`config.mk`:
```
export PLATFORM = sky130hd
export DESIGN_NAME = traffic_light_fsm_flat
export DESIGN_NICKNAME = d
export VERILOG_FILES = /design/src/rtl/traffic_light_fsm_if.sv /design/src/rtl/traffic_light_fsm.sv /design/src/flat_wrapper.sv
export SDC_FILE = /design/constraint.sdc
export NUM_CORES = 1
export LEC_CHECK = 0
export ABC_AREA = 1
export BUFFER_PORTS_ARGS = -buffer_cell sky130_fd_sc_hd__buf_2
export CORE_UTILIZATION = 46
export DETAILED_ROUTE_END_ITERATION = 10
export PLACE_DENSITY = 0.72
export SYNTH_ARGS = -nofsm -noshare
export SYNTH_HDL_FRONTEND = slang
export SYNTH_SLANG_ARGS = --single-unit
```
`constraint.sdc`:
```
create_clock -name clk -period 1.53 [get_ports clk]
set_clock_uncertainty 0.15 [all_clocks]
set_input_delay 0.0765 -clock clk [delete_from_list [all_inputs] [get_ports clk]]
set_output_delay 0.0765 -clock clk [all_outputs]
set_load 0.01 [all_outputs]
```
`src/rtl/traffic_light_fsm_if.sv`:
```
// Signal bundle between the traffic-light controller and its environment.
// The controller takes the slave side. Tick and sensor inputs flow in, and lamp and phase status flow out.
interface traffic_light_fsm_if;
  logic       tick;
  logic       ew_car;
  logic [2:0] ns_light;
  logic [2:0] ew_light;
  logic [2:0] phase;
  logic       phase_done;

  modport master (
    output tick,
    output ew_car,
    input  ns_light,
    input  ew_light,
    input  phase,
    input  phase_done
  );

  modport slave (
    input  tick,
    input  ew_car,
    output ns_light,
    output ew_light,
    output phase,
    output phase_done
  );
endinterface

```
`src/rtl/traffic_light_fsm.sv`:
```
// Two-axis traffic-light controller timed by an external tick enable.
// North-south green holds until an east-west car is sensed at green expiry.
module traffic_light_fsm #(
  parameter int GREEN_TICKS  = 8,
  parameter int YELLOW_TICKS = 3,
  parameter int ALLRED_TICKS = 2
) (
  input  logic                clk,
  input  logic                rst,
  traffic_light_fsm_if.slave  bus
);

  typedef enum logic [2:0] {
    NS_G  = 3'd0,
    NS_Y  = 3'd1,
    ALLR1 = 3'd2,
    EW_G  = 3'd3,
    EW_Y  = 3'd4,
    ALLR2 = 3'd5
  } state_t;

  localparam logic [3:0] GREEN_LD  = 4'(GREEN_TICKS - 1);
  localparam logic [3:0] YELLOW_LD = 4'(YELLOW_TICKS - 1);
  localparam logic [3:0] ALLRED_LD = 4'(ALLRED_TICKS - 1);

  state_t     state_q, state_d;
  logic [3:0] timer_q, timer_d;
  logic       done_q, done_d;
  logic [2:0] ns_q, ew_q;
  logic       expire;

  // Lamp encoding is {red, yellow, green}; only the two green states light a green bit.
  function automatic logic [2:0] ns_lamp(input state_t s);
    case (s)
      NS_G:    return 3'b001;
      NS_Y:    return 3'b010;
      default: return 3'b100;
    endcase
  endfunction

  function automatic logic [2:0] ew_lamp(input state_t s);
    case (s)
      EW_G:    return 3'b001;
      EW_Y:    return 3'b010;
      default: return 3'b100;
    endcase
  endfunction

  always_comb begin
    state_d = state_q;
    timer_d = timer_q;
    done_d  = 1'b0;
    expire  = bus.tick && (timer_q == 4'd0);
    if (bus.tick && (timer_q != 4'd0)) timer_d = timer_q - 4'd1;
    case (state_q)
      NS_G: if (expire) begin
        // Without a waiting east-west car, green is simply re-armed for another period.
        if (bus.ew_car) begin
          state_d = NS_Y;
          timer_d = YELLOW_LD;
          done_d  = 1'b1;
        end else begin
          timer_d = GREEN_LD;
        end
      end
      NS_Y: if (expire) begin
        state_d = ALLR1;
        timer_d = ALLRED_LD;
        done_d  = 1'b1;
      end
      ALLR1: if (expire) begin
        state_d = EW_G;
        timer_d = GREEN_LD;
        done_d  = 1'b1;
      end
      EW_G: if (expire) begin
        state_d = EW_Y;
        timer_d = YELLOW_LD;
        done_d  = 1'b1;
      end
      EW_Y: if (expire) begin
        state_d = ALLR2;
        timer_d = ALLRED_LD;
        done_d  = 1'b1;
      end
      ALLR2: if (expire) begin
        state_d = NS_G;
        timer_d = GREEN_LD;
        done_d  = 1'b1;
      end
      default: begin
        // Corrupted codes recover to a safe all-red state at once, whatever the tick does.
        state_d = ALLR2;
        timer_d = ALLRED_LD;
        done_d  = 1'b1;
      end
    endcase
  end

  always_ff @(posedge clk) begin
    if (rst) begin
      state_q <= ALLR2;
      timer_q <= ALLRED_LD;
      done_q  <= 1'b0;
      ns_q    <= 3'b100;
      ew_q    <= 3'b100;
    end else begin
      state_q <= state_d;
      timer_q <= timer_d;
      done_q  <= done_d;
      ns_q    <= ns_lamp(state_d);
      ew_q    <= ew_lamp(state_d);
    end
  end

  assign bus.ns_light   = ns_q;
  assign bus.ew_light   = ew_q;
  assign bus.phase      = state_q;
  assign bus.phase_done = done_q;

endmodule

```
`src/flat_wrapper.sv`:
```
// flat-port wrapper written by rule: the top's interface ports become plain ports
module traffic_light_fsm_flat 
#(
  parameter int GREEN_TICKS  = 8,
  parameter int YELLOW_TICKS = 3,
  parameter int ALLRED_TICKS = 2
)
  (clk, rst, bus_tick, bus_ew_car, bus_ns_light, bus_ew_light, bus_phase, bus_phase_done);
  traffic_light_fsm_if bus_i ();
  input  logic clk;
  input  logic rst;
  input wire logic [$bits(bus_i.tick)-1:0] bus_tick;
  input wire logic [$bits(bus_i.ew_car)-1:0] bus_ew_car;
  output wire logic [$bits(bus_i.ns_light)-1:0] bus_ns_light;
  output wire logic [$bits(bus_i.ew_light)-1:0] bus_ew_light;
  output wire logic [$bits(bus_i.phase)-1:0] bus_phase;
  output wire logic [$bits(bus_i.phase_done)-1:0] bus_phase_done;
  assign bus_i.tick = bus_tick;
  assign bus_i.ew_car = bus_ew_car;
  assign bus_ns_light = bus_i.ns_light;
  assign bus_ew_light = bus_i.ew_light;
  assign bus_phase = bus_i.phase;
  assign bus_phase_done = bus_i.phase_done;
  traffic_light_fsm #(.GREEN_TICKS(GREEN_TICKS), .YELLOW_TICKS(YELLOW_TICKS), .ALLRED_TICKS(ALLRED_TICKS)) u_core (.clk(clk), .rst(rst), .bus(bus_i));
endmodule
```
==> tab_implementation.tex <==
\begin{tabular}{lr}
\hline
Metric & Value \\
\hline
\multicolumn{2}{l}{\textbf{GRT}} \\
Vias in the first global route & 534 \\
GRT Util Overall & 0.205 \\
Global-route congestion overflow total & 0 \\
Pin count of the biggest net entering global routing & 10 \\
Wire length of the first global-routing pass & 2240 microns \\
Initial antenna violation count & 0 \\
\multicolumn{2}{l}{\textbf{Placed design}} \\
Placed instance area & 759 sq um \\
Port-buffer cells & 13 \\
Placed wire-length estimate after detailed placement & 1020 microns \\
RePlAce Congestion & 0.900 \\
\multicolumn{2}{l}{\textbf{Synth}} \\
Number of unique standard cell types used by synthesis & 24 \\
Library cell with the largest summed area after synthesis & sky130\_fd\_sc\_hd\_\_dfxtp\_1 \\
Most repeated cell in the gate-level netlist after synthesis & sky130\_fd\_sc\_hd\_\_nand2\_1 \\
Area share of the largest cell type after synthesis & 0.413 \\
Post-synthesis async set-or-reset flop share & 0 \\
Number of register bits inferred by synthesis & 14 \\
Most numerous cell types in the synthesized netlist & sky130\_fd\_sc\_hd\_\_nand2\_1 (23), sky130\_fd\_sc\_hd\_\_dfxtp\_1 (14), sky130\_fd\_sc\_hd\_\_nand3\_1 (9) \\
Count of synthesis-stage warnings from yosys & 0 \\
Number of nets produced by synthesis & 95 \\
Most frequently used flop master after synthesis & sky130\_fd\_sc\_hd\_\_dfxtp\_1 \\
Top cells by area, synth & sky130\_fd\_sc\_hd\_\_dfxtp\_1 (41\%), sky130\_fd\_sc\_hd\_\_nand2\_1 (13\%), sky130\_fd\_sc\_hd\_\_nand3\_1 (6.6\%), sky130\_fd\_sc\_hd\_\_a21oi\_1 (4.4\%), sky130\_fd\_sc\_hd\_\_inv\_1 (4.4\%) \\
Proportion of synthesized chip area in sequential cells & 0.413 \\
Summed instance area of the synthesized netlist & 678 sq um \\
Syn\_area\_per\_cell & 7.54 sq um \\
Number of enable-type register cells in the synthesized netlist & 0 \\
Cell count after synthesis & 90 \\
\multicolumn{2}{l}{\textbf{Floorplanning}} \\
Core Footprint & 1330 sq um \\
Die Outline Area & 1630 sq um \\
Starting Density & 0.508 \\
Number of standard-cell rows in the floorplan & 13 \\
Total I/O pin count & 14 \\
Die boundary height & 40.4 microns \\
Die width & 40.4 microns \\
\multicolumn{2}{l}{\textbf{Critical path}} \\
Startpoint type of the worst setup path & flip-flop \\
Data required time of the critical path & 1550 ps \\
Type of destination of the critical path & flip-flop \\
Depth of the worst register-to-register path & 7 \\
Critical path type & flip-flop to flip-flop \\
Setup slack, reg-to-reg & 70 ps \\
WP data arrival & 1470 ps \\
Worst R2R Start & u\_core.timer\_q[0] \\
Crit Reg-Reg Endpoint & u\_core.bus.ew\_light[2] \\
Highest fanout seen on the critical path & 7 \\
\multicolumn{2}{l}{\textbf{Final layout}} \\
Finished Cell Area & 828 sq um \\
Number of diodes added for antenna fixing & 0 \\
Number of fill cells in the layout & 117 \\
Layout net count & 113 \\
Flip-flop and latch area & 280 sq um \\
Layout overhead on the synthesized area & 22.1\% \\
Fraction of layout cells with a size suffix above 1 & 0.280 \\
Combined area of the multi-input logic cells & 365 sq um \\
\multicolumn{2}{l}{\textbf{Power and ir drop}} \\
Power, Total & 0.865 mW \\
Leakage power & 0.406 nW \\
Power per Cell Area & 1040 nW/um\^{}2 \\
Max IR drop VDD & 0.470 mV \\
\multicolumn{2}{l}{\textbf{Detailed routing}} \\
Pre-antenna DRT Iters & 7 \\
Per-cell via count in the routed design & 5.33 \\
Wire length reported by the detailed router & 1400 microns \\
Residual DRC count & 2 \\
Average detailed-routed wire length per instance & 11.4 microns \\
Detailed-route via count & 650 \\
Violation count after the first detailed-routing iteration & 18 \\
DRT antenna net count & 0 \\
\multicolumn{2}{l}{\textbf{Clocking}} \\
Worst-Skew Late Latency & 270 ps \\
Number of CTS-inserted buffers & 3 \\
Reg clk slew, reported paths & 80 ps \\
Clock Sinks & 14 \\
Clock H-tree levels & 1 \\
Number of buffers inserted by post-CTS setup repair & 0 \\
Max clock buf depth & 2 \\
TritonCTS clock tree & yes \\
CTS Root Cell & sky130\_fd\_sc\_hd\_\_clkbuf\_4 \\
\multicolumn{2}{l}{\textbf{Status}} \\
Result of the run & complete, but fails checks \\
Violated checks & DRC \\
\multicolumn{2}{l}{\textbf{Run}} \\
Number of max-cap violations & 0 \\
\multicolumn{2}{l}{\textbf{STA}} \\
Number of endpoints failing setup at the final stage & 0 \\
Final Cycle Share & 0.952 \\
Pins over their slew limit & 0 \\
Post-Route Hold Slack & 88.6 ps \\
Max Freq & 0.687 GHz \\
Hold Fails Final Rpt & 0 \\
Setup repair after global routing missed its margin & yes \\
Worst-margin pin slew & 362 ps \\
Max transition margin & 0.759 \\
Final worst path period need & 1460 ps \\
\multicolumn{2}{l}{\textbf{Min path}} \\
Hold Crit Class & input pin to flip-flop \\
Worst Hold Launch & bus\_tick \\
Hold Path Stages & 5 \\
Endpoint with the worst hold slack & u\_core.timer\_q[0] \\
\hline
\end{tabular}
==> logic make-up after synthesis <==
kind of cell | Yosys count | share of synthesized area
simple gates | 51 | 0.391
buf+inv | 13 | 0.0812
xor+xnor | 1 | 0.0129
fa+ha+maj | 1 | 0.0184
flops | 14 | 0.413
compound gates | 10 | 0.0830
==> layout make-up <==
cell class / count / share of cell area
Multi-Input combinational cell: 63 / 0.441
Tap cell: 15 / 0.0227
Clock buffer: 4 / 0.0438
Inverter: 10 / 0.0453
Timing Repair Buffer: 16 / 0.109
Sequential cell: 14 / 0.338
==> registers in the layout, indices dropped and copies added (netlist names) <==
| register | count |
|---|---|
| u_core.bus.ns_light | 3 |
| u_core.bus.phase | 3 |
| u_core.timer_q | 4 |
| u_core.bus.ew_light | 3 |
| u_core.bus.phase_done | 1 |
==> per-stage QoR <==
step	util	setup TNS (ps)	std cells	worst slack, ps
detailed placement	0.569	-2.15	117	-2.15
finish	0.621	0	122	74.1
global route	0.621	-94.1	122	-48.7
CTS	0.606	0	122	31.9
global placement	0.569	0	117	5.17
floorplan	-	0	90	93.0
==> power breakdown <==
group / total [mW] / switching [mW] / internal, mW
registers: 0.414 / 0.0218 / 0.392
logic: 0.191 / 0.112 / 0.0790
clock network: 0.260 / 0.116 / 0.145
==> worst max-delay path by stage <==
stage,cells past startpoint,from,end,slack [ps]
after detailed placement,7,u_core.timer_q[1],u_core.bus.ew_light[2],-2
after global placement,7,u_core.timer_q[0],u_core.bus.ew_light[2],5
after CTS,7,u_core.timer_q[1],u_core.bus.ew_light[2],30
final,7,u_core.timer_q[0],u_core.bus.ew_light[2],70
after floorplan,7,u_core.timer_q[0],u_core.bus.ew_light[2],90
after global routing,6,u_core.timer_q[1],u_core.timer_q[3],-50
==> routing by layer <==
metal  track usage  wire [microns]  up-vias
li1              -               -      336
met1         0.275             737      288
met2         0.313             578       22
met3        0.0500              56        4
met4        0.0750              23        0
met5             0               0        -
==> placed cells by master, fill, tap and decap left out <==
cell type                       netlist  layout
sky130_fd_sc_hd__xor2_1               1       1
sky130_fd_sc_hd__and3_1               1       1
sky130_fd_sc_hd__buf_4                1       2
sky130_fd_sc_hd__nand3_2              2       3
sky130_fd_sc_hd__nor2_4               1       2
sky130_fd_sc_hd__nor2_2               3       2
sky130_fd_sc_hd__clkbuf_8             0       1
sky130_fd_sc_hd__nand3_1              9       8
sky130_fd_sc_hd__a21boi_1             1       1
sky130_fd_sc_hd__a21oi_1              6       6
sky130_fd_sc_hd__dfxtp_1             14      14
sky130_fd_sc_hd__dlygate4sd3_1        0       1
sky130_fd_sc_hd__o211ai_1             1       1
sky130_fd_sc_hd__nand2_1             23      23
sky130_fd_sc_hd__buf_2                1      13
sky130_fd_sc_hd__a31oi_1              1       1
sky130_fd_sc_hd__o21ai_0              1       1
sky130_fd_sc_hd__ha_4                 0       1
sky130_fd_sc_hd__inv_2                2       2
sky130_fd_sc_hd__nand4_4              1       1
sky130_fd_sc_hd__nand4_1              3       3
sky130_fd_sc_hd__nor3_1               3       3
sky130_fd_sc_hd__clkbuf_4             0       3
sky130_fd_sc_hd__nor2_1               4       4
sky130_fd_sc_hd__inv_1                8       8
sky130_fd_sc_hd__nand3b_1             1       1
==> repair_timing <==
| action | 4_1_cts | 5_1_grt |
|---|---|---|
| gates resized for setup | 1 | 3 |
| endpoints found under the setup margin | 1 | 5 |
| hold buffers | 1 | 0 |
| hold endpoints to repair | 5 | 0 |
| pin swaps | 0 | 1 |
==> worst max-delay path, cell delays in order, from the launching register on <==
cell and delay [ps]:
sky130_fd_sc_hd__dfxtp_1 300, sky130_fd_sc_hd__inv_1 110, sky130_fd_sc_hd__ha_4 190, sky130_fd_sc_hd__nand4_4 190, sky130_fd_sc_hd__nor2_4 150, sky130_fd_sc_hd__a21oi_1 70
sky130_fd_sc_hd__nor2_2 140, sky130_fd_sc_hd__nor2_2 40
No activity file was read; power rests on OpenSTA's default activity.
